File: src/rtl/vga_crossy_core.sv
// Crossy-road game core: 640x480@60 VGA timing, per-lane moving cars, player sprite,
// collision and saturating score. Video outputs are registered one cycle after the counters.

module vga_crossy_car #(
  parameter int IDX   = 1,
  parameter int CAR_W = 32
)(
  input  logic [9:0] i_x,
  input  logic [9:0] i_hcnt,
  output logic [9:0] o_nx,
  output logic       o_hit,
  output logic       o_px
);
  localparam logic [9:0] SPD = 10'((IDX % 4) + 1);

  function automatic logic [9:0] sub640(input logic [9:0] a, input logic [9:0] c);
    return (a >= c) ? a - c : a + 10'd640 - c;
  endfunction

  logic [9:0] w_up;

  // Even lanes drive right, odd lanes drive left; hit test uses the post-move position.
  always_comb begin
    w_up = i_x + SPD;
    if (IDX % 2 == 0) o_nx = (w_up >= 10'd640) ? w_up - 10'd640 : w_up;
    else              o_nx = sub640(i_x, SPD);
    o_hit = (sub640(10'd304, o_nx) < 10'(CAR_W)) || (sub640(o_nx, 10'd304) < 10'(CAR_W));
    o_px  = sub640(i_hcnt, i_x) < 10'(CAR_W);
  end
endmodule

module vga_crossy_core #(
  parameter int LANES   = 8,
  parameter int LANE_H  = 60,
  parameter int CAR_W   = 32,
  parameter int SCORE_W = 8
)(
  input  logic               clk,
  input  logic               rst_n,
  input  logic               btn_fwd,
  input  logic               btn_back,
  input  logic               pause,
  output logic               hsync,
  output logic               vsync,
  output logic               de,
  output logic [1:0]         r,
  output logic [1:0]         g,
  output logic [1:0]         b,
  output logic [SCORE_W-1:0] score,
  output logic               frame_tick
);
  localparam int          LW  = $clog2(LANES);
  localparam logic [LW-1:0] TOP = LW'(LANES-1);

  logic [9:0]               r_hcnt, r_vcnt;
  logic [2:0]               r_sf, r_sb;
  logic [1:0]               r_sp;
  logic                     r_pend_f, r_pend_b;
  logic [LW-1:0]            r_lane;
  logic [SCORE_W-1:0]       r_score;
  logic [LANES-2:1][9:0]    r_car_x;

  logic [LANES-2:1][9:0]    w_car_nx;
  logic [LANES-2:1]         w_car_hit, w_car_px;
  logic                     w_tick, w_hit;
  logic [LW-1:0]            w_lane_mv, w_lane_nx, w_lane_row;
  logic [SCORE_W-1:0]       w_score_nx;
  logic [9:0]               w_row, w_ry;
  logic                     w_vis, w_field, w_road, w_car_on, w_ply, w_car_vis;
  logic [5:0]               w_rgb;

  generate
    for (genvar i = 1; i < LANES-1; i++) begin : g_car
      vga_crossy_car #(.IDX(i), .CAR_W(CAR_W)) u_car (
        .i_x(r_car_x[i]), .i_hcnt(r_hcnt),
        .o_nx(w_car_nx[i]), .o_hit(w_car_hit[i]), .o_px(w_car_px[i])
      );
    end
  endgenerate

  assign w_tick = (r_hcnt == 10'd0) && (r_vcnt == 10'd480);
  assign score  = r_score;

  // Frame update: move, then cars, then collision (beats goal), then goal.
  always_comb begin
    w_lane_mv = r_lane;
    if (r_pend_f && !r_pend_b)                     w_lane_mv = r_lane + 1'b1;
    else if (r_pend_b && !r_pend_f && r_lane != '0) w_lane_mv = r_lane - 1'b1;
    w_hit = 1'b0;
    for (int i = 1; i < LANES-1; i++)
      if (w_lane_mv == LW'(i) && w_car_hit[i]) w_hit = 1'b1;
    w_lane_nx  = w_lane_mv;
    w_score_nx = r_score;
    if (w_hit) begin
      w_lane_nx  = '0;
      w_score_nx = '0;
    end else if (w_lane_mv == TOP) begin
      w_lane_nx = '0;
      if (r_score != '1) w_score_nx = r_score + 1'b1;
    end
  end

  // Lane 0 is drawn at the bottom of the field.
  always_comb begin
    w_row      = r_vcnt / 10'(LANE_H);
    w_ry       = r_vcnt % 10'(LANE_H);
    w_vis      = (r_hcnt < 10'd640) && (r_vcnt < 10'd480);
    w_field    = w_row < 10'(LANES);
    w_lane_row = TOP - LW'(w_row);
    w_road     = (w_lane_row != '0) && (w_lane_row != TOP);
    w_car_on   = 1'b0;
    for (int i = 1; i < LANES-1; i++)
      if (w_lane_row == LW'(i) && w_car_px[i]) w_car_on = 1'b1;
    w_ply      = (w_lane_row == r_lane) && (r_hcnt >= 10'd304) && (r_hcnt < 10'(304 + CAR_W)) &&
                 (w_ry >= 10'd4) && (w_ry < 10'(LANE_H - 4));
    w_car_vis  = w_road && w_car_on && (w_ry >= 10'd8) && (w_ry < 10'(LANE_H - 8));
    w_rgb      = 6'b00_00_00;
    if (w_vis && w_field) begin
      if (w_ply)          w_rgb = 6'b11_11_00;
      else if (w_car_vis) w_rgb = 6'b11_00_00;
      else if (w_road)    w_rgb = 6'b01_01_01;
      else                w_rgb = 6'b00_10_00;
    end
  end

  always_ff @(posedge clk or negedge rst_n) begin
    if (!rst_n) begin
      r_hcnt     <= '0;
      r_vcnt     <= '0;
      r_sf       <= '0;
      r_sb       <= '0;
      r_sp       <= '0;
      r_pend_f   <= 1'b0;
      r_pend_b   <= 1'b0;
      r_lane     <= '0;
      r_score    <= '0;
      for (int i = 1; i < LANES-1; i++) r_car_x[i] <= 10'((i * 80) % 640);
      hsync      <= 1'b1;
      vsync      <= 1'b1;
      de         <= 1'b0;
      {r, g, b}  <= '0;
      frame_tick <= 1'b0;
    end else begin
      if (r_hcnt == 10'd799) begin
        r_hcnt <= '0;
        r_vcnt <= (r_vcnt == 10'd524) ? 10'd0 : r_vcnt + 10'd1;
      end else begin
        r_hcnt <= r_hcnt + 10'd1;
      end
      r_sf <= {r_sf[1:0], btn_fwd};
      r_sb <= {r_sb[1:0], btn_back};
      r_sp <= {r_sp[0], pause};
      // Tick clears both flags even when paused, so a press never carries across frames.
      if (w_tick) begin
        r_pend_f <= 1'b0;
        r_pend_b <= 1'b0;
      end else begin
        if (r_sf[1] && !r_sf[2]) r_pend_f <= 1'b1;
        if (r_sb[1] && !r_sb[2]) r_pend_b <= 1'b1;
      end
      if (w_tick && !r_sp[1]) begin
        r_lane  <= w_lane_nx;
        r_score <= w_score_nx;
        r_car_x <= w_car_nx;
      end
      hsync      <= !((r_hcnt >= 10'd656) && (r_hcnt <= 10'd751));
      vsync      <= !((r_vcnt >= 10'd490) && (r_vcnt <= 10'd491));
      de         <= w_vis;
      {r, g, b}  <= w_rgb;
      frame_tick <= w_tick;
    end
  end
endmodule

File: config.mk
export PLATFORM = sky130hd
export DESIGN_NAME = vga_crossy_core
export DESIGN_NICKNAME = d
export VERILOG_FILES = /design/src/rtl/vga_crossy_core.sv
export SDC_FILE = /design/constraint.sdc
export NUM_CORES = 1
export LEC_CHECK = 0
export BUFFER_PORTS_ARGS = -buffer_cell sky130_fd_sc_hd__buf_2
export CAP_MARGIN = 40
export CORE_UTILIZATION = 35
export CTS_BUF_LIST = sky130_fd_sc_hd__clkbuf_4
export CTS_CLUSTER_SIZE = 24
export DETAILED_ROUTE_END_ITERATION = 10
export GPL_ROUTABILITY_DRIVEN = 0
export GPL_TIMING_DRIVEN = 0
export SETUP_SLACK_MARGIN = 0.02
export SYNTH_ARGS = -nofsm -noshare
export SYNTH_HDL_FRONTEND = slang
export SYNTH_SLANG_ARGS = --single-unit
File: constraint.sdc
create_clock -name clk -period 4.58 [get_ports clk]
set_input_delay 0.229 -clock clk [delete_from_list [all_inputs] [get_ports clk]]
set_output_delay 0.229 -clock clk [all_outputs]
set_load 0.02 [all_outputs]
### Yosys cells after proc, flatten, opt, wreduce, memory -nomap -nowiden

Index checks and enable logic that the tools add are counted.

* bits in registers: 111
* output and inout bits: 18
* word-level logic and storage cells: 267

* add/sub/neg operators: 64
* divide/modulo/power cells: 2
* order comparisons: 55
* equality and inequality tests: 19
* muxes and demuxes: 53
* reduce and logical (&&, ||, !) cells: 52

Operators by type and width (number)
* $mux 10: 26
* $lt 10x6->1 const B: 20
* $sub 10x10->10: 12
* $sub 10x9->10 const B: 12
* $add 10x10->10 const B: 10
* $ge 10x9->1 const B: 8
* $ge 10x10->1: 6
* $ge 9x10->1 const A: 6
* $sub 10x10->10 const A: 6
* $sub 9x10->10 const A: 6
* $ge 10x10->1 const B: 4
* $sub 10x2->10 const B: 4
* $logic_and 1x1->1: 31
* $add 10x1->10 const B: 3
* $sub 10x10->10 const B: 3
* $mux 8: 3
* $eq 3x3->1 const B: 7
* $add 10x2->10 const B: 2
* $eq 10x10->1 const B: 2
* $ge 10x2->1 const B: 2
* $ge 10x3->1 const B: 2
* $lt 10x9->1 const B: 2
* $sub 10x3->10 const B: 2
* $mux 6: 3
* 26 further kinds: 63

### Depth between registers and ports, before layout

Gate-level depths: netlist of run 1.

* depth in word-level cells: 17
* depth in mapped cells: 17
* mapped depth without buffers: 15

### By module

Synthesis of run 1 repeated with hierarchy kept, for this count alone.

* cell total of the unflattened synthesis: 1670
* area total of the unflattened synthesis: 13589.3 um^2

Modules (own cells, without submodules)
* vga_crossy_core: instances 1, cells each 619, area an instance 5397.7 um^2
* vga_crossy_car at g_car[2].u_car ...: instances 2, cells each 199, area an instance 1587.8 um^2
* vga_crossy_car at g_car[4].u_car: instances 1, cells each 174, area an instance 1302.5 um^2
* vga_crossy_car at g_car[5].u_car: instances 1, cells each 172, area an instance 1301.2 um^2
* vga_crossy_car at g_car[3].u_car: instances 1, cells each 157, area an instance 1283.7 um^2
* vga_crossy_car at g_car[1].u_car: instances 1, cells each 150, area an instance 1128.6 um^2

### Least setup slack after synthesis of run 1

OpenSTA, ideal clock, no wires.

* path type: register to register
* start: register r_car_x[50] (netlist name)
* end: register r_score[1] (netlist: score[1])
* setup time: 0.092 ns
* data arrival time: 3.857 ns
* setup slack: 0.631 ns
* cell stages (with the launch flop): 18
* buffers on the path: 2
* period minus slack after synthesis: 3.949 ns
* cell sequence: dfrtp_1 clkbuf_1 inv_1 ha_1 and3b_1 clkbuf_1 nand3_1 nand2_1 inv_1 ha_1 a41o_1 nor3_1 mux2_2 a221oi_1 nor4_1 o32a_1 o31a_4 o31ai_2

* cells in the longest elaborated chain, start to end: 12
* elaborated cells between the ends (all ways): 22
* those cells by class: add/sub: 7; order compare: 5; mux: 5; reduce/logical: 5

Ends and longest elaborated chain
* start, declared: line 61 `logic [LANES-2:1][9:0] r_car_x;`
* start signal, assigned: line 164 `r_car_x <= w_car_nx;`
* $add 10x2->10 *: line 24 `w_up = i_x + SPD;`
* $sub 10x10->10 / $ge 10x10->1 (equally long branches): line 25 `if (IDX % 2 == 0) o_nx = (w_up >= 10'd640) ? w_up - 10'd640 : w_up;`
* $mux 10 *: line 25
* net g_car[6].u_car.o_nx[0]: line 10 `output logic [9:0] o_nx,`
* $add 10x10->10: line 17 `return (a >= c) ? a - c : a + 10'd640 - c;`
* $sub 10x9->10: line 17
* $mux 10: line 17
* $lt 10x6->1: line 27 `o_hit = (sub640(10'd304, o_nx) < 10'(CAR_W)) || (sub640(o_nx, 10'd304) < 10'(CAR_W));`
* $logic_or 1x1->1 *: line 27
* $logic_and 1x1->1 *: line 91 `if (w_lane_mv == LW'(i) && w_car_hit[i]) w_hit = 1'b1;`
* $mux 1 *: line 91
* $reduce_bool 2->1 (no line)
* $reduce_and 3->1 (no line)
* end signal, assigned: line 163 `r_score <= w_score_nx;`
* end, declared: line 60 `logic [SCORE_W-1:0] r_score;`

Mark *: on every way through the listed nets, which the timed path passes. The rest lies on a longest branch.
A chain may end at the register's enable or synchronous reset.

### Worst setup path after layout of run 1

* start: register r_car_x[10] (netlist name)
* end: register r_score[1] (netlist: score[1])

* cells in the longest elaborated chain, start to end: 16
* elaborated cells between the ends (all ways): 26
* those cells by class: add/sub: 7; order compare: 5; mux: 9; reduce/logical: 5

Ends and longest elaborated chain (line)
* $add 10x2->10 *: 24
* $sub 10x10->10 / $ge 10x10->1 (equally long branches): 25
* $mux 10 *: 25
* net g_car[2].u_car.o_nx[0]: 10
* $add 10x10->10: 17
* $sub 10x9->10: 17
* $mux 10: 17
* $lt 10x6->1: 27
* $logic_or 1x1->1 *: 27
* $logic_and 1x1->1 *: 91
* $mux 1 * (5 in series): 91
* $reduce_bool 2->1 (no line)
* $reduce_and 3->1 (no line)

Marks and branches as above.

==> metrics.txt, run 1 <==
# TYPE chip_impl_metric gauge
chip_impl_metric{name="p_comb_frac",unit=""} 0.019
chip_impl_info{name="worstSetupEndpointType",value="flop"} 1
chip_impl_metric{name="relSlewSlack",unit=""} 0.419
chip_impl_metric{name="slew_worst_pin",unit="ps"} 863
chip_impl_metric{name="layout_worst_path_cycle_share",unit=""} 0.934
chip_impl_info{name="startpoint_of_the_worst_register_to_register_path",value="r_car_x[10]"} 1
chip_impl_metric{name="grt_antenna_before_repair",unit=""} 1
chip_impl_info{name="setup.worst_path.start_class",value="flop"} 1
chip_impl_metric{name="final_critical_path_setup_slack",unit="ps"} 300
chip_impl_info{name="worst-setup-path-type",value="flop to flop"} 1
chip_impl_metric{name="place_hpwl",unit="µm"} 23700
chip_impl_metric{name="grt_use_met3",unit=""} 0.0208
chip_impl_metric{name="overall_global_routing_resource_usage",unit=""} 0.205
chip_impl_info{name="globalRoute.busiestLayer",value="met2"} 1
chip_impl_metric{name="fraction_of_final_layout_cells_sized_beyond_drive_strength_1",unit=""} 0.0914
chip_impl_metric{name="initial_utilization",unit=""} 0.357
chip_impl_metric{name="floorplan.die_area",unit="µm²"} 32100
chip_impl_metric{name="powerDensity",unit="nW/µm²"} 129
chip_impl_info{name="cp-startpoint",value="r_car_x[10]"} 1
chip_impl_metric{name="routed_wirelength",unit="µm"} 32100
chip_impl_info{name="rsz_0062_raised_after_global_routing",value="false"} 1
chip_impl_metric{name="die_width",unit="µm"} 179
chip_impl_metric{name="syn_avg_cell_area",unit="µm²"} 8.04
chip_impl_metric{name="fin_util",unit=""} 0.387
chip_impl_metric{name="async_sr_flop_fraction",unit=""} 1.00
chip_impl_metric{name="setup_violations_final",unit=""} 0
chip_impl_metric{name="layout_stage_area_growth_over_the_synthesis_result",unit="%"} 8.32
chip_impl_metric{name="fin_skew",unit="ps"} 39.6
chip_impl_metric{name="synthesized_instance_count",unit=""} 1367
chip_impl_metric{name="gr-usage-met1",unit=""} 0.279
chip_impl_metric{name="clockPowerShare",unit=""} 0.366
chip_impl_metric{name="ys_warn_count",unit=""} 0
chip_impl_metric{name="clk_pin_slew_worst_paths",unit="ps"} 200
chip_impl_metric{name="post-place-ws",unit="ps"} -144
chip_impl_metric{name="clock_path_buffers",unit=""} 2
chip_impl_metric{name="groute.layer.met2.usage",unit=""} 0.334
chip_impl_metric{name="worst-r2r-cell-count",unit=""} 17
chip_impl_metric{name="minimum_setup_slack_among_reg_to_reg_paths",unit="ps"} 300
chip_impl_metric{name="ant_nets",unit=""} 0
chip_impl_metric{name="netlist_area",unit="µm²"} 11000
chip_impl_metric{name="cts_sinks",unit=""} 106
chip_impl_metric{name="finalWorstPathRequiredPeriod",unit="ps"} 4280
chip_impl_metric{name="multiInputGateArea",unit="µm²"} 7680
chip_impl_info{name="hold_class",value="input port to async pin"} 1
chip_impl_metric{name="synth-seq-cells",unit=""} 106
chip_impl_info{name="outcome",value="complete, no violations"} 1
chip_impl_metric{name="vias_per_cell",unit=""} 5.77
chip_impl_metric{name="drt-wirelength-per-cell",unit="µm"} 17.7
chip_impl_metric{name="numCtsBuffers",unit=""} 9
chip_impl_metric{name="num-fill-cells",unit=""} 3170
chip_impl_metric{name="p_switching",unit="mW"} 0.414
chip_impl_info{name="flip_flop_cell_with_the_highest_count_after_synthesis",value="sky130_fd_sc_hd__dfrtp_1"} 1
chip_impl_metric{name="clk_latency",unit="ps"} 560
chip_impl_metric{name="synth.distinct_cells",unit=""} 96
chip_impl_info{name="worst_r2r_endpoint",value="score[1]"} 1
chip_impl_metric{name="maximum_number_of_pins_on_one_net_before_global_route_repair",unit=""} 72
chip_impl_metric{name="drc",unit=""} 0
chip_impl_metric{name="p_leak",unit="nW"} 4.67
chip_impl_info{name="layout_commonest_cell",value="sky130_fd_sc_hd__nand2_1"} 1
chip_impl_metric{name="core_outline_area",unit="µm²"} 30700
chip_impl_metric{name="synth-edff-count",unit=""} 0
chip_impl_metric{name="irDropWorstVdd",unit="mV"} 0.185
chip_impl_metric{name="post-place-cells",unit=""} 1791
chip_impl_metric{name="max_freq",unit="MHz"} 234
chip_impl_info{name="clock_tree_root_buffer_cell",value="sky130_fd_sc_hd__clkbuf_4"} 1
chip_impl_metric{name="syn_nets",unit=""} 1471
chip_impl_metric{name="vias",unit=""} 10400
chip_impl_metric{name="sequential_cell_area",unit="µm²"} 2680
chip_impl_metric{name="io-pin-count",unit=""} 23
chip_impl_metric{name="max_cap_violations",unit=""} 0
chip_impl_metric{name="congestion_overflow_gr",unit=""} 0
chip_impl_metric{name="timing.setup.tns",unit="ps"} 0
chip_impl_metric{name="final_nets",unit=""} 1511
chip_impl_metric{name="fp.dieH",unit="µm"} 179
chip_impl_metric{name="worstPathRequired",unit="ps"} 5050
chip_impl_metric{name="std_cell_rows",unit=""} 64
chip_impl_metric{name="drt_pre_antenna_iters",unit=""} 6
chip_impl_metric{name="worst_hold_slack",unit="ps"} 121
chip_impl_metric{name="detailedRoute.firstIterationViolations",unit=""} 889
chip_impl_metric{name="layoutNonFillerInstCount",unit=""} 1810
chip_impl_metric{name="seq_power_share",unit=""} 0.615
chip_impl_metric{name="sw_frac_of_total",unit=""} 0.270
chip_impl_metric{name="vias_in_the_first_global_route",unit=""} 9738
chip_impl_metric{name="timing.critical_path.fanout_max",unit=""} 10
chip_impl_metric{name="portBuffers",unit=""} 21
chip_impl_metric{name="grt_first_pass_wirelength",unit="µm"} 51700
chip_impl_metric{name="internal_power",unit="mW"} 1.12
chip_impl_info{name="cts_tree",value="done"} 1
chip_impl_metric{name="slew_violations",unit=""} 0
chip_impl_info{name="final_cell_mix",value="125 x sky130_fd_sc_hd__nand2_1, 99 x sky130_fd_sc_hd__ha_1, 90 x sky130_fd_sc_hd__nor2_1, 90 x sky130_fd_sc_hd__o21ai_0, 89 x sky130_fd_sc_hd__xnor2_1"} 1
chip_impl_metric{name="yosysSeqAreaShare",unit=""} 0.243
chip_impl_metric{name="cp.arrival",unit="ps"} 4750
chip_impl_metric{name="htreeDepth",unit=""} 3
chip_impl_metric{name="finalHoldViolCount",unit=""} 0
[sequential cells by signal, summed over array words and instances, names as in the netlist]
| signal | flops |
|---|---|
| hsync | 1 |
| r_vcnt | 10 |
| frame_tick | 1 |
| r_sf | 3 |
| g | 2 |
| r_car_x | 56 |
| de | 1 |
| r_pend_b | 1 |
| r_pend_f | 1 |
| r | 2 |
| r_lane | 3 |
| score | 8 |
| b | 1 |
| r_sp | 2 |
| vsync | 1 |
| r_sb | 3 |
| r_hcnt | 10 |
[synth_stat cells (6+ instances only)]
master / instances / area, µm²
sky130_fd_sc_hd__mux2_2: 6 / 67.6
sky130_fd_sc_hd__a22o_1: 8 / 70.1
sky130_fd_sc_hd__dfrtp_1: 87 / 2180
sky130_fd_sc_hd__a31oi_1: 20 / 125
sky130_fd_sc_hd__or4_1: 6 / 45.0
sky130_fd_sc_hd__nand2b_1: 18 / 113
sky130_fd_sc_hd__dfstp_2: 19 / 499
sky130_fd_sc_hd__or2_2: 6 / 37.5
sky130_fd_sc_hd__o31ai_1: 13 / 97.6
sky130_fd_sc_hd__a21o_1: 19 / 143
sky130_fd_sc_hd__o21ai_0: 90 / 450
sky130_fd_sc_hd__o211ai_1: 24 / 180
sky130_fd_sc_hd__xor2_1: 23 / 201
sky130_fd_sc_hd__nor2b_1: 16 / 100
sky130_fd_sc_hd__nor3_1: 42 / 210
sky130_fd_sc_hd__nor2_1: 92 / 345
sky130_fd_sc_hd__nand2_1: 125 / 469
sky130_fd_sc_hd__o21a_1: 11 / 82.6
sky130_fd_sc_hd__o22ai_1: 6 / 37.5
sky130_fd_sc_hd__a211oi_1: 12 / 90.1
sky130_fd_sc_hd__xnor2_1: 89 / 780
sky130_fd_sc_hd__nor4b_1: 9 / 78.8
sky130_fd_sc_hd__inv_1: 85 / 319
sky130_fd_sc_hd__nor4_1: 28 / 175
sky130_fd_sc_hd__mux2i_1: 14 / 140
sky130_fd_sc_hd__nand4_1: 23 / 144
sky130_fd_sc_hd__o2111ai_1: 6 / 52.6
sky130_fd_sc_hd__or3_1: 14 / 87.6
sky130_fd_sc_hd__and3_1: 13 / 81.3
sky130_fd_sc_hd__o31a_1: 6 / 52.6
sky130_fd_sc_hd__nand3_1: 43 / 215
sky130_fd_sc_hd__a21oi_1: 58 / 290
sky130_fd_sc_hd__nand3b_1: 8 / 60.1
sky130_fd_sc_hd__ha_1: 99 / 1240
sky130_fd_sc_hd__clkbuf_1: 53 / 199
sky130_fd_sc_hd__buf_2: 11 / 55.1
sky130_fd_sc_hd__nor3b_1: 13 / 97.6
sky130_fd_sc_hd__and2_1: 14 / 87.6
[stage by stage]
stage               cell area, µm²  power (mW)
floorplan                    11000       0.960
global placement             11600       0.983
detailed placement           11700       0.987
CTS                          11900        1.55
global route                 11900        1.58
finish                       11900        1.53
[critical path, cell delays in order, from the launching register on]
cell and delay [ps]:
sky130_fd_sc_hd__dfrtp_1 430, sky130_fd_sc_hd__buf_2 220, sky130_fd_sc_hd__inv_1 100, sky130_fd_sc_hd__ha_1 250, sky130_fd_sc_hd__clkbuf_2 210, sky130_fd_sc_hd__nand3b_1 230, sky130_fd_sc_hd__nor2_2 180, sky130_fd_sc_hd__xnor2_1 100
sky130_fd_sc_hd__ha_1 300, sky130_fd_sc_hd__nor3b_2 200, sky130_fd_sc_hd__or4b_2 590, sky130_fd_sc_hd__o211ai_1 110, sky130_fd_sc_hd__o41ai_1 140, sky130_fd_sc_hd__nand3_1 110, sky130_fd_sc_hd__a211oi_1 90, sky130_fd_sc_hd__o32a_1 400
sky130_fd_sc_hd__o31a_4 370, sky130_fd_sc_hd__o31ai_2 180
[cell type report]
| class | instances | share of cell area |
|---|---|---|
| Buffer | 70 | 0.0264 |
| Antenna cell | 2 | 0.000420 |
| Multi-Input combinational cell | 1098 | 0.645 |
| Sequential cell | 106 | 0.225 |
| Clock buffer | 9 | 0.00567 |
| Clock inverter | 7 | 0.00631 |
| Timing Repair Buffer | 33 | 0.0214 |
| Inverter | 89 | 0.0281 |
| Tap cell | 396 | 0.0416 |
[kinds of logic (layout without fill, tap and decap cells)]
kind of cell / after synthesis / in the layout / share of synthesized area
and+or+nand+nor: 504 / 504 / 0.246
AOI/OAI and AO/OA: 358 / 358 / 0.224
buffers and inverters: 163 / 208 / 0.0601
xor gates and xnor gates: 114 / 114 / 0.0935
DFF: 106 / 106 / 0.243
adders and majority gates: 101 / 101 / 0.115
muxes: 20 / 20 / 0.0189
other: 1 / 3 / 0.000341
[per-layer routing]
layer / part of all wire / up-vias / wire, µm
met5: 0 / - / 0
met4: 0.028 / 0 / 898
met3: 0.044 / 45 / 1410
met2: 0.46 / 291 / 14700
met1: 0.47 / 5001 / 15000
li1: - / 5098 / -
[worst max-delay path by stage]
stage	slack, ps	endpoint	cells past startpoint
final	300	score[1]	17
after global routing	30	score[1]	17
after CTS	50	score[1]	17
after detailed placement	-140	score[1]	17
after global placement	-140	score[1]	17
after floorplan	630	score[1]	17
[power by group through the flow]
stage               Clock, mW  Sequential (mW)  Combinational, mW
floorplan                   0            0.959            0.00180
global placement            0            0.959             0.0239
detailed placement          0            0.960             0.0278
CTS                     0.576            0.944             0.0306
global route            0.605            0.945             0.0335
finish                  0.562            0.944             0.0287
[timing repair]
item,in CTS,in global routing
setup endpoints to repair,11,11
setup buffers,0,1
hold buffers,4,0
resized for setup,3,9
hold endpoints to repair,47,0
(Power assumes the default switching activity.)
==> run 2, diff against run 1 <==
CORE_UTILIZATION = 55   (was 35)
PLACE_DENSITY = 0.71   (was not set)
==> run 2 against run 1 <==
Against the previous run:
- sequential cell count did not move
- highest routed layer unchanged
- cell area fell by 1.5%
- via count rose by 0.19%
- critical path type unchanged
- combinational power fell by 5%
- die area fell by 36%
- total power fell by 0.23%
- clock power barely moved
- largest power group unchanged
==> metrics.txt, run 2 (same netlist as run 1, synthesis figures left out) <==
# TYPE chip_impl_metric gauge
chip_impl_metric{name="std_cell_rows",unit=""} 51
chip_impl_info{name="registers.top_by_ff_count",value="r_car_x"} 1
chip_impl_metric{name="core_outline_area",unit="µm²"} 19500
chip_impl_metric{name="worstPathRequired",unit="ps"} 5030
chip_impl_metric{name="fp.dieH",unit="µm"} 143
chip_impl_metric{name="die_width",unit="µm"} 143
chip_impl_metric{name="post-place-ws",unit="ps"} -44.8
chip_impl_info{name="outcome",value="complete, no violations"} 1
chip_impl_metric{name="routed_wirelength",unit="µm"} 29900
chip_impl_metric{name="vias_per_cell",unit=""} 6.24
chip_impl_metric{name="irDropWorstVdd",unit="mV"} 0.143
chip_impl_metric{name="dpl-instance-area",unit="µm²"} 11500
chip_impl_metric{name="clk_latency",unit="ps"} 520
chip_impl_metric{name="layout_stage_area_growth_over_the_synthesis_result",unit="%"} 6.65
chip_impl_metric{name="worst_hold_slack",unit="ps"} 232
chip_impl_metric{name="place_hpwl",unit="µm"} 22200
chip_impl_metric{name="finalWorstPathRequiredPeriod",unit="ps"} 4330
chip_impl_metric{name="clock_path_buffers",unit=""} 2
chip_impl_info{name="cts_tree",value="done"} 1
chip_impl_metric{name="fraction_of_final_layout_cells_sized_beyond_drive_strength_1",unit=""} 0.0908
chip_impl_metric{name="final_critical_path_setup_slack",unit="ps"} 251
chip_impl_metric{name="portBuffers",unit=""} 21
chip_impl_info{name="biggestRegsByFlops",value="r_car_x: 56 flops, r_hcnt: 10 flops, r_vcnt: 10 flops"} 1
chip_impl_metric{name="p_leak",unit="nW"} 4.66
chip_impl_metric{name="fin_util",unit=""} 0.600
chip_impl_metric{name="numCtsBuffers",unit=""} 9
chip_impl_info{name="worst_setup_path_endpoint",value="score[1]"} 1
chip_impl_info{name="layout_commonest_cell",value="sky130_fd_sc_hd__nand2_1"} 1
chip_impl_metric{name="grt_antenna_before_repair",unit=""} 1
chip_impl_info{name="startpoint_of_the_worst_register_to_register_path",value="r_car_x[10]"} 1
chip_impl_info{name="worst-setup-path-type",value="flop to flop"} 1
chip_impl_metric{name="ant_nets",unit=""} 0
chip_impl_metric{name="overall_global_routing_resource_usage",unit=""} 0.301
chip_impl_metric{name="cp.arrival",unit="ps"} 4780
chip_impl_info{name="cp-startpoint",value="r_car_x[10]"} 1
chip_impl_metric{name="htreeDepth",unit=""} 3
chip_impl_metric{name="drt-wirelength-per-cell",unit="µm"} 17.9
chip_impl_info{name="rsz_0062_raised_after_global_routing",value="false"} 1
chip_impl_metric{name="worst-r2r-cell-count",unit=""} 16
chip_impl_metric{name="drc",unit=""} 0
chip_impl_info{name="worstSetupEndpointType",value="flop"} 1
chip_impl_metric{name="grt_first_pass_wirelength",unit="µm"} 48200
chip_impl_metric{name="cts_sinks",unit=""} 106
chip_impl_metric{name="setup_violations_final",unit=""} 0
chip_impl_metric{name="layout_worst_path_cycle_share",unit=""} 0.945
chip_impl_metric{name="vias",unit=""} 10500
chip_impl_info{name="worst_r2r_endpoint",value="score[1]"} 1
chip_impl_metric{name="max_freq",unit="MHz"} 231
chip_impl_info{name="setup.worst_path.start_class",value="flop"} 1
chip_impl_metric{name="minimum_setup_slack_among_reg_to_reg_paths",unit="ps"} 250
chip_impl_metric{name="slew_worst_pin",unit="ps"} 890
chip_impl_metric{name="io-pin-count",unit=""} 23
chip_impl_metric{name="detailedRoute.firstIterationViolations",unit=""} 870
chip_impl_metric{name="final_nets",unit=""} 1509
chip_impl_metric{name="floorplan.die_area",unit="µm²"} 20600
chip_impl_metric{name="slew_violations",unit=""} 0
chip_impl_metric{name="initial_utilization",unit=""} 0.563
chip_impl_metric{name="powerDensity",unit="nW/µm²"} 131
chip_impl_metric{name="finalHoldViolCount",unit=""} 0
chip_impl_metric{name="flip_flop_count_of_the_largest_register_all_copies_and_words_added",unit=""} 56
chip_impl_metric{name="max_cap_violations",unit=""} 0
chip_impl_metric{name="timing.critical_path.fanout_max",unit=""} 11
chip_impl_metric{name="relSlewSlack",unit=""} 0.407
chip_impl_metric{name="congestion_overflow_gr",unit=""} 0
chip_impl_metric{name="fin_skew",unit="ps"} 8.56
chip_impl_metric{name="finalInstanceArea",unit="µm²"} 11700
chip_impl_info{name="final_cell_mix",value="125 x sky130_fd_sc_hd__nand2_1, 99 x sky130_fd_sc_hd__ha_1, 90 x sky130_fd_sc_hd__nor2_1, 90 x sky130_fd_sc_hd__o21ai_0, 89 x sky130_fd_sc_hd__xnor2_1"} 1
chip_impl_metric{name="clk_pin_slew_worst_paths",unit="ps"} 190
chip_impl_info{name="clock_tree_root_buffer_cell",value="sky130_fd_sc_hd__clkbuf_4"} 1
chip_impl_metric{name="maximum_number_of_pins_on_one_net_before_global_route_repair",unit=""} 66
chip_impl_metric{name="drt_pre_antenna_iters",unit=""} 5
chip_impl_info{name="hold_class",value="input port to async pin"} 1
chip_impl_metric{name="vias_in_the_first_global_route",unit=""} 9563
[run 2: cell count changes in the layout (fill, tap and decap cells not counted), moves of 2 or more]
cell                         before  now
sky130_fd_sc_hd__clkinvlp_4       0    2
sky130_fd_sc_hd__buf_6            7    5
sky130_fd_sc_hd__clkinv_1         6    4
sky130_fd_sc_hd__clkinv_8         0    2
[run 2: stage by stage]
stage               power [mW]  setup TNS, ps  cells
floorplan                0.960              0   1367
global placement         0.982          -62.9   1653
detailed placement       0.986          -79.0   1659
CTS                       1.56              0   1678
global route              1.59              0   1676
finish                    1.53              0   1676
[run 2: layout make-up]
cell class / instances / area (µm²)
inverters: 89 / 334
clock inverters: 7 / 97.6
diodes: 1 / 2.50
flip-flops and latches: 106 / 2680
multi-input cells: 1098 / 7670
repair buffers: 31 / 225
fillers: 1825 / 7800
clock buffers: 9 / 67.6
well taps: 265 / 332
plain buffers: 70 / 314
[run 2: layer usage]
layer | track usage | routed length (µm) | vias to the layer above
li1 | - | - | 5088
met1 | 0.413 | 13800 | 4971
met2 | 0.485 | 13500 | 343
met3 | 0.0357 | 1800 | 53
met4 | 0.113 | 808 | 0
met5 | 0 | 0 | -
[run 2: worst min-delay path by stage]
stage | from | end | slack (ps) | depth (start not counted)
6_report | rst_n | r_vcnt[6] | 230 | 2
5_1_grt | rst_n | r_vcnt[8] | 260 | 2
4_1_cts | rst_n | r_vcnt[6] | 210 | 2
3_5_place_dp | rst_n | r_vcnt[6] | 270 | 1
3_3_place_gp | r_sb[0] | r_sb[1] | 340 | 0
2_1_floorplan | rst_n | b[0] | -70 | 0
[run 2: report_power, final]
part | internal [mW] | switching (mW)
logic | 0.00690 | 0.0205
clock network | 0.180 | 0.380
registers | 0.941 | 0.00190
[run 2: worst max-delay path, cell delays in order, from the launching register on]
cell                       delay (ps)
sky130_fd_sc_hd__dfrtp_2          510
sky130_fd_sc_hd__inv_1            110
sky130_fd_sc_hd__ha_1             250
sky130_fd_sc_hd__clkbuf_2         210
sky130_fd_sc_hd__nand3b_1         300
sky130_fd_sc_hd__nor2_2           230
sky130_fd_sc_hd__xnor2_1          100
sky130_fd_sc_hd__ha_1             300
sky130_fd_sc_hd__nor3b_1          240
sky130_fd_sc_hd__or4b_2           610
sky130_fd_sc_hd__o211ai_1         110
sky130_fd_sc_hd__o41ai_1          140
sky130_fd_sc_hd__nand3_1          110
sky130_fd_sc_hd__a211oi_1          80
sky130_fd_sc_hd__o32a_1           400
sky130_fd_sc_hd__o31a_4           360
sky130_fd_sc_hd__o31ai_2          180
[run 2: repair_timing]
item	CTS	global route
hold endpoints to repair	34	0
setup endpoints to repair	11	11
hold buffers	4	0
setup buffers	0	0
resized for setup	1	9
==> run 3, diff against run 2 <==
CAP_MARGIN = 20   (was 40)
SYNTH_HIERARCHICAL = 1   (was not set)
TNS_END_PERCENT = 5   (was not set)
==> run 3 against run 2 <==
Against the previous run:
- maximum frequency decreased by 0.44%
- clock-buffer cell count unchanged
- synthesized cell count increased by 22%
- sequential cell count increased by 4
- wire length increased by 13%
- cell area increased by 24%
- critical path depth increased by 3
- sequential share of layout area decreased by 3.6 points
- global-route usage decreased by 3.1 points
- critical endpoint is now score[7]
- highest routed layer unchanged
==> metrics.txt, run 3 <==
# TYPE chip_impl_metric gauge
chip_impl_metric{name="place_hpwl",unit="µm"} 25100
chip_impl_metric{name="dpl-instance-area",unit="µm²"} 14200
chip_impl_metric{name="max_cap_violations",unit=""} 0
chip_impl_metric{name="std_cell_rows",unit=""} 57
chip_impl_info{name="worstSetupEndpointType",value="flop"} 1
chip_impl_metric{name="ant_nets",unit=""} 0
chip_impl_metric{name="numCtsBuffers",unit=""} 9
chip_impl_metric{name="synth_top_area_frac",unit=""} 0.168
chip_impl_metric{name="timing.critical_path.fanout_max",unit=""} 10
chip_impl_info{name="outcome",value="complete, no violations"} 1
chip_impl_metric{name="ys_warn_count",unit=""} 6
chip_impl_info{name="synth.most_common_cell",value="sky130_fd_sc_hd__nand2_1"} 1
chip_impl_metric{name="max_freq",unit="MHz"} 230
chip_impl_metric{name="portBuffers",unit=""} 21
chip_impl_info{name="synthTopCellsByArea",value="sky130_fd_sc_hd__dfrtp_1 17%, sky130_fd_sc_hd__ha_1 13%, sky130_fd_sc_hd__nand2_1 7.5%, sky130_fd_sc_hd__fa_1 6.2%, sky130_fd_sc_hd__inv_1 5.6%"} 1
chip_impl_metric{name="final_nets",unit=""} 1904
chip_impl_metric{name="netlist_area",unit="µm²"} 13600
chip_impl_metric{name="setup_violations_final",unit=""} 0
chip_impl_metric{name="final_critical_path_setup_slack",unit="ps"} 232
chip_impl_metric{name="synthesized_instance_count",unit=""} 1670
chip_impl_info{name="library_cell_contributing_the_largest_single_delay_on_the_critical_path",value="sky130_fd_sc_hd__or4_1"} 1
chip_impl_metric{name="die_width",unit="µm"} 159
chip_impl_metric{name="layout_worst_path_cycle_share",unit=""} 0.949
chip_impl_info{name="cell_by_cell_trace_of_the_critical_path",value="inv_1, ha_1, nand3b_4, buf_6, nor2_1, nand2_1, xnor2_1, ha_1, nand2b_1, mux2i_1, a32o_1, o22ai_1, a2111oi_0, a221o_1, and3_1, o32a_1, nand2b_4, or4_1, nand2_1"} 1
chip_impl_metric{name="overall_global_routing_resource_usage",unit=""} 0.270
chip_impl_info{name="clock_tree_root_buffer_cell",value="sky130_fd_sc_hd__clkbuf_4"} 1
chip_impl_metric{name="async_sr_flop_fraction",unit=""} 1.00
chip_impl_metric{name="vias_per_cell",unit=""} 5.88
chip_impl_metric{name="drt_pre_antenna_iters",unit=""} 5
chip_impl_metric{name="initial_utilization",unit=""} 0.560
chip_impl_metric{name="fp.dieH",unit="µm"} 159
chip_impl_metric{name="cts_sinks",unit=""} 110
chip_impl_metric{name="floorplan.die_area",unit="µm²"} 25300
chip_impl_info{name="ys_top_cells_by_count",value="272 x sky130_fd_sc_hd__nand2_1, 204 x sky130_fd_sc_hd__inv_1, 139 x sky130_fd_sc_hd__ha_1"} 1
chip_impl_metric{name="maximum_number_of_pins_on_one_net_before_global_route_repair",unit=""} 68
chip_impl_metric{name="vias_in_the_first_global_route",unit=""} 11700
chip_impl_metric{name="relSlewSlack",unit=""} 0.346
chip_impl_info{name="registers.top_by_ff_count",value="r_car_x"} 1
chip_impl_metric{name="clock_path_buffers",unit=""} 2
chip_impl_metric{name="detailedRoute.firstIterationViolations",unit=""} 796
chip_impl_metric{name="slew_worst_pin",unit="ps"} 973
chip_impl_info{name="rsz_0062_raised_after_global_routing",value="true"} 1
chip_impl_metric{name="fin_total_pwr",unit="mW"} 1.56
chip_impl_metric{name="synth-seq-cells",unit=""} 110
chip_impl_metric{name="finalWorstPathRequiredPeriod",unit="ps"} 4350
chip_impl_metric{name="yosysSeqAreaShare",unit=""} 0.204
chip_impl_metric{name="fin_skew",unit="ps"} 39.3
chip_impl_metric{name="grt_first_pass_wirelength",unit="µm"} 56700
chip_impl_metric{name="grt_antenna_before_repair",unit=""} 1
chip_impl_metric{name="post-place-ws",unit="ps"} -238
chip_impl_metric{name="num-fill-cells",unit=""} 2252
chip_impl_info{name="cell_class_contributing_the_biggest_share_of_worst_path_delay",value="simple AND/OR/NAND/NOR gates"} 1
chip_impl_metric{name="finalInstanceArea",unit="µm²"} 14500
chip_impl_metric{name="clk_latency",unit="ps"} 550
chip_impl_metric{name="vias",unit=""} 12000
chip_impl_metric{name="finalHoldViolCount",unit=""} 0
chip_impl_metric{name="worst-path-buf-inv",unit=""} 2
chip_impl_metric{name="drc",unit=""} 0
chip_impl_metric{name="flip_flop_count_of_the_largest_register_all_copies_and_words_added",unit=""} 60
chip_impl_metric{name="layout_stage_area_growth_over_the_synthesis_result",unit="%"} 6.67
chip_impl_metric{name="critPathMaxStageDelay",unit="ps"} 500
chip_impl_info{name="biggestRegsByFlops",value="r_car_x: 60 flops, r_hcnt: 10 flops, r_vcnt: 10 flops"} 1
chip_impl_metric{name="powerDensity",unit="nW/µm²"} 108
chip_impl_metric{name="htreeDepth",unit=""} 3
chip_impl_info{name="final_cell_mix",value="272 x sky130_fd_sc_hd__nand2_1, 204 x sky130_fd_sc_hd__inv_1, 138 x sky130_fd_sc_hd__ha_1, 85 x sky130_fd_sc_hd__dfrtp_1, 67 x sky130_fd_sc_hd__nor2_1"} 1
chip_impl_info{name="setup.worst_path.start_class",value="flop"} 1
chip_impl_metric{name="syn_avg_cell_area",unit="µm²"} 8.14
chip_impl_metric{name="core_outline_area",unit="µm²"} 24200
chip_impl_info{name="hold_class",value="input port to async pin"} 1
chip_impl_metric{name="worstPathRequired",unit="ps"} 5090
chip_impl_metric{name="routed_wirelength",unit="µm"} 33700
chip_impl_metric{name="io-pin-count",unit=""} 23
chip_impl_info{name="layout_commonest_cell",value="sky130_fd_sc_hd__nand2_1"} 1
chip_impl_metric{name="slew_violations",unit=""} 0
chip_impl_info{name="flip_flop_cell_with_the_highest_count_after_synthesis",value="sky130_fd_sc_hd__dfrtp_1"} 1
chip_impl_info{name="worst-setup-path-type",value="flop to flop"} 1
chip_impl_metric{name="synth-edff-count",unit=""} 0
chip_impl_metric{name="fraction_of_final_layout_cells_sized_beyond_drive_strength_1",unit=""} 0.120
chip_impl_info{name="synth_top_cell_by_area",value="sky130_fd_sc_hd__dfrtp_1"} 1
chip_impl_metric{name="clk_pin_slew_worst_paths",unit="ps"} 220
chip_impl_metric{name="irDropWorstVdd",unit="mV"} 0.127
chip_impl_metric{name="cp.arrival",unit="ps"} 4860
chip_impl_info{name="cts_tree",value="done"} 1
chip_impl_metric{name="congestion_overflow_gr",unit=""} 0
chip_impl_metric{name="syn_nets",unit=""} 1856
chip_impl_metric{name="layoutNonFillerInstCount",unit=""} 2048
chip_impl_metric{name="drt-wirelength-per-cell",unit="µm"} 16.5
chip_impl_metric{name="synth.distinct_cells",unit=""} 124
chip_impl_metric{name="p_leak",unit="nW"} 6.56
chip_impl_metric{name="post-place-cells",unit=""} 2018
chip_impl_metric{name="timing.setup.tns",unit="ps"} 0
## run 3: final cells by class
class                      instances  area [µm²]  share of cell area
timing repair buffer              37         299              0.0206
antenna                            1        2.50            0.000173
sequential                       110        2780               0.192
clock inverter                     7        91.3             0.00630
tap                              324         405              0.0280
multi-input combinational       1290        9700               0.669
buffer                            56         338              0.0233
clock buffer                       9        67.6             0.00466
inverter                         214         803              0.0554
## run 3: where the power goes
group	internal (mW)	switching, mW	leakage [nW]	total, mW
Clock	0.133	0.423	0.0753	0.556
Combinational	0.00724	0.0217	5.08	0.0289
Sequential	0.977	0.00148	1.40	0.979
Total	1.12	0.446	6.56	1.56
## run 3: timing repair
action                                  CTS  global route
pin swaps                                 0             6
endpoints found under the setup margin    9            12
gates resized for setup                   5            12
hold buffers                              4             0
buffers inserted                          3             5
endpoints found under the hold margin    46             0
## run 3: routing by layer
layer / global-route usage / wire length [µm] / share of wire / up-vias
met5: 0 / 0 / 0 / -
li1: - / - / - / 5974
met3: 0.0378 / 1350 / 0.040 / 55
met4: 0.0835 / 897 / 0.027 / 0
met1: 0.353 / 15700 / 0.46 / 5774
met2: 0.463 / 15800 / 0.47 / 236
## run 3: worst paths after layout
| kind | cells after the start | startpoint | endpoint | slack (ps) |
|---|---|---|---|---|
| hold / removal | 2 | rst_n | r_car_x[11] | 150 |
| max in group asynchronous | 3 | rst_n | r_car_x[48] | 3720 |
| hold reg to reg | 0 | r_sb[0] | r_sb[1] | 380 |
| setup / recovery | 19 | r_car_x[51] | score[7] | 230 |
| min in group clk | 2 | btn_back | r_sb[0] | 300 |
| setup reg to reg | 19 | r_car_x[51] | score[7] | 230 |
## run 3: through the flow
step	util	hold slack (ps)
floorplan	-	-66.6
detailed placement	0.584	186
CTS	0.594	157
global route	0.598	182
finish	0.598	145
global placement	0.581	333
## run 3: logic make-up after synthesis
| logic type | count (synthesis) | synth area share |
|---|---|---|
| AO/OA/AOI/OAI | 379 | 0.208 |
| AND/OR/NAND/NOR | 625 | 0.241 |
| buffers and inverters | 270 | 0.0837 |
| adder cells (fa/ha/maj) | 184 | 0.192 |
| XOR/XNOR | 84 | 0.0569 |
| flip-flops | 110 | 0.204 |
| multiplexers | 17 | 0.0134 |
| other | 1 | 0.000276 |
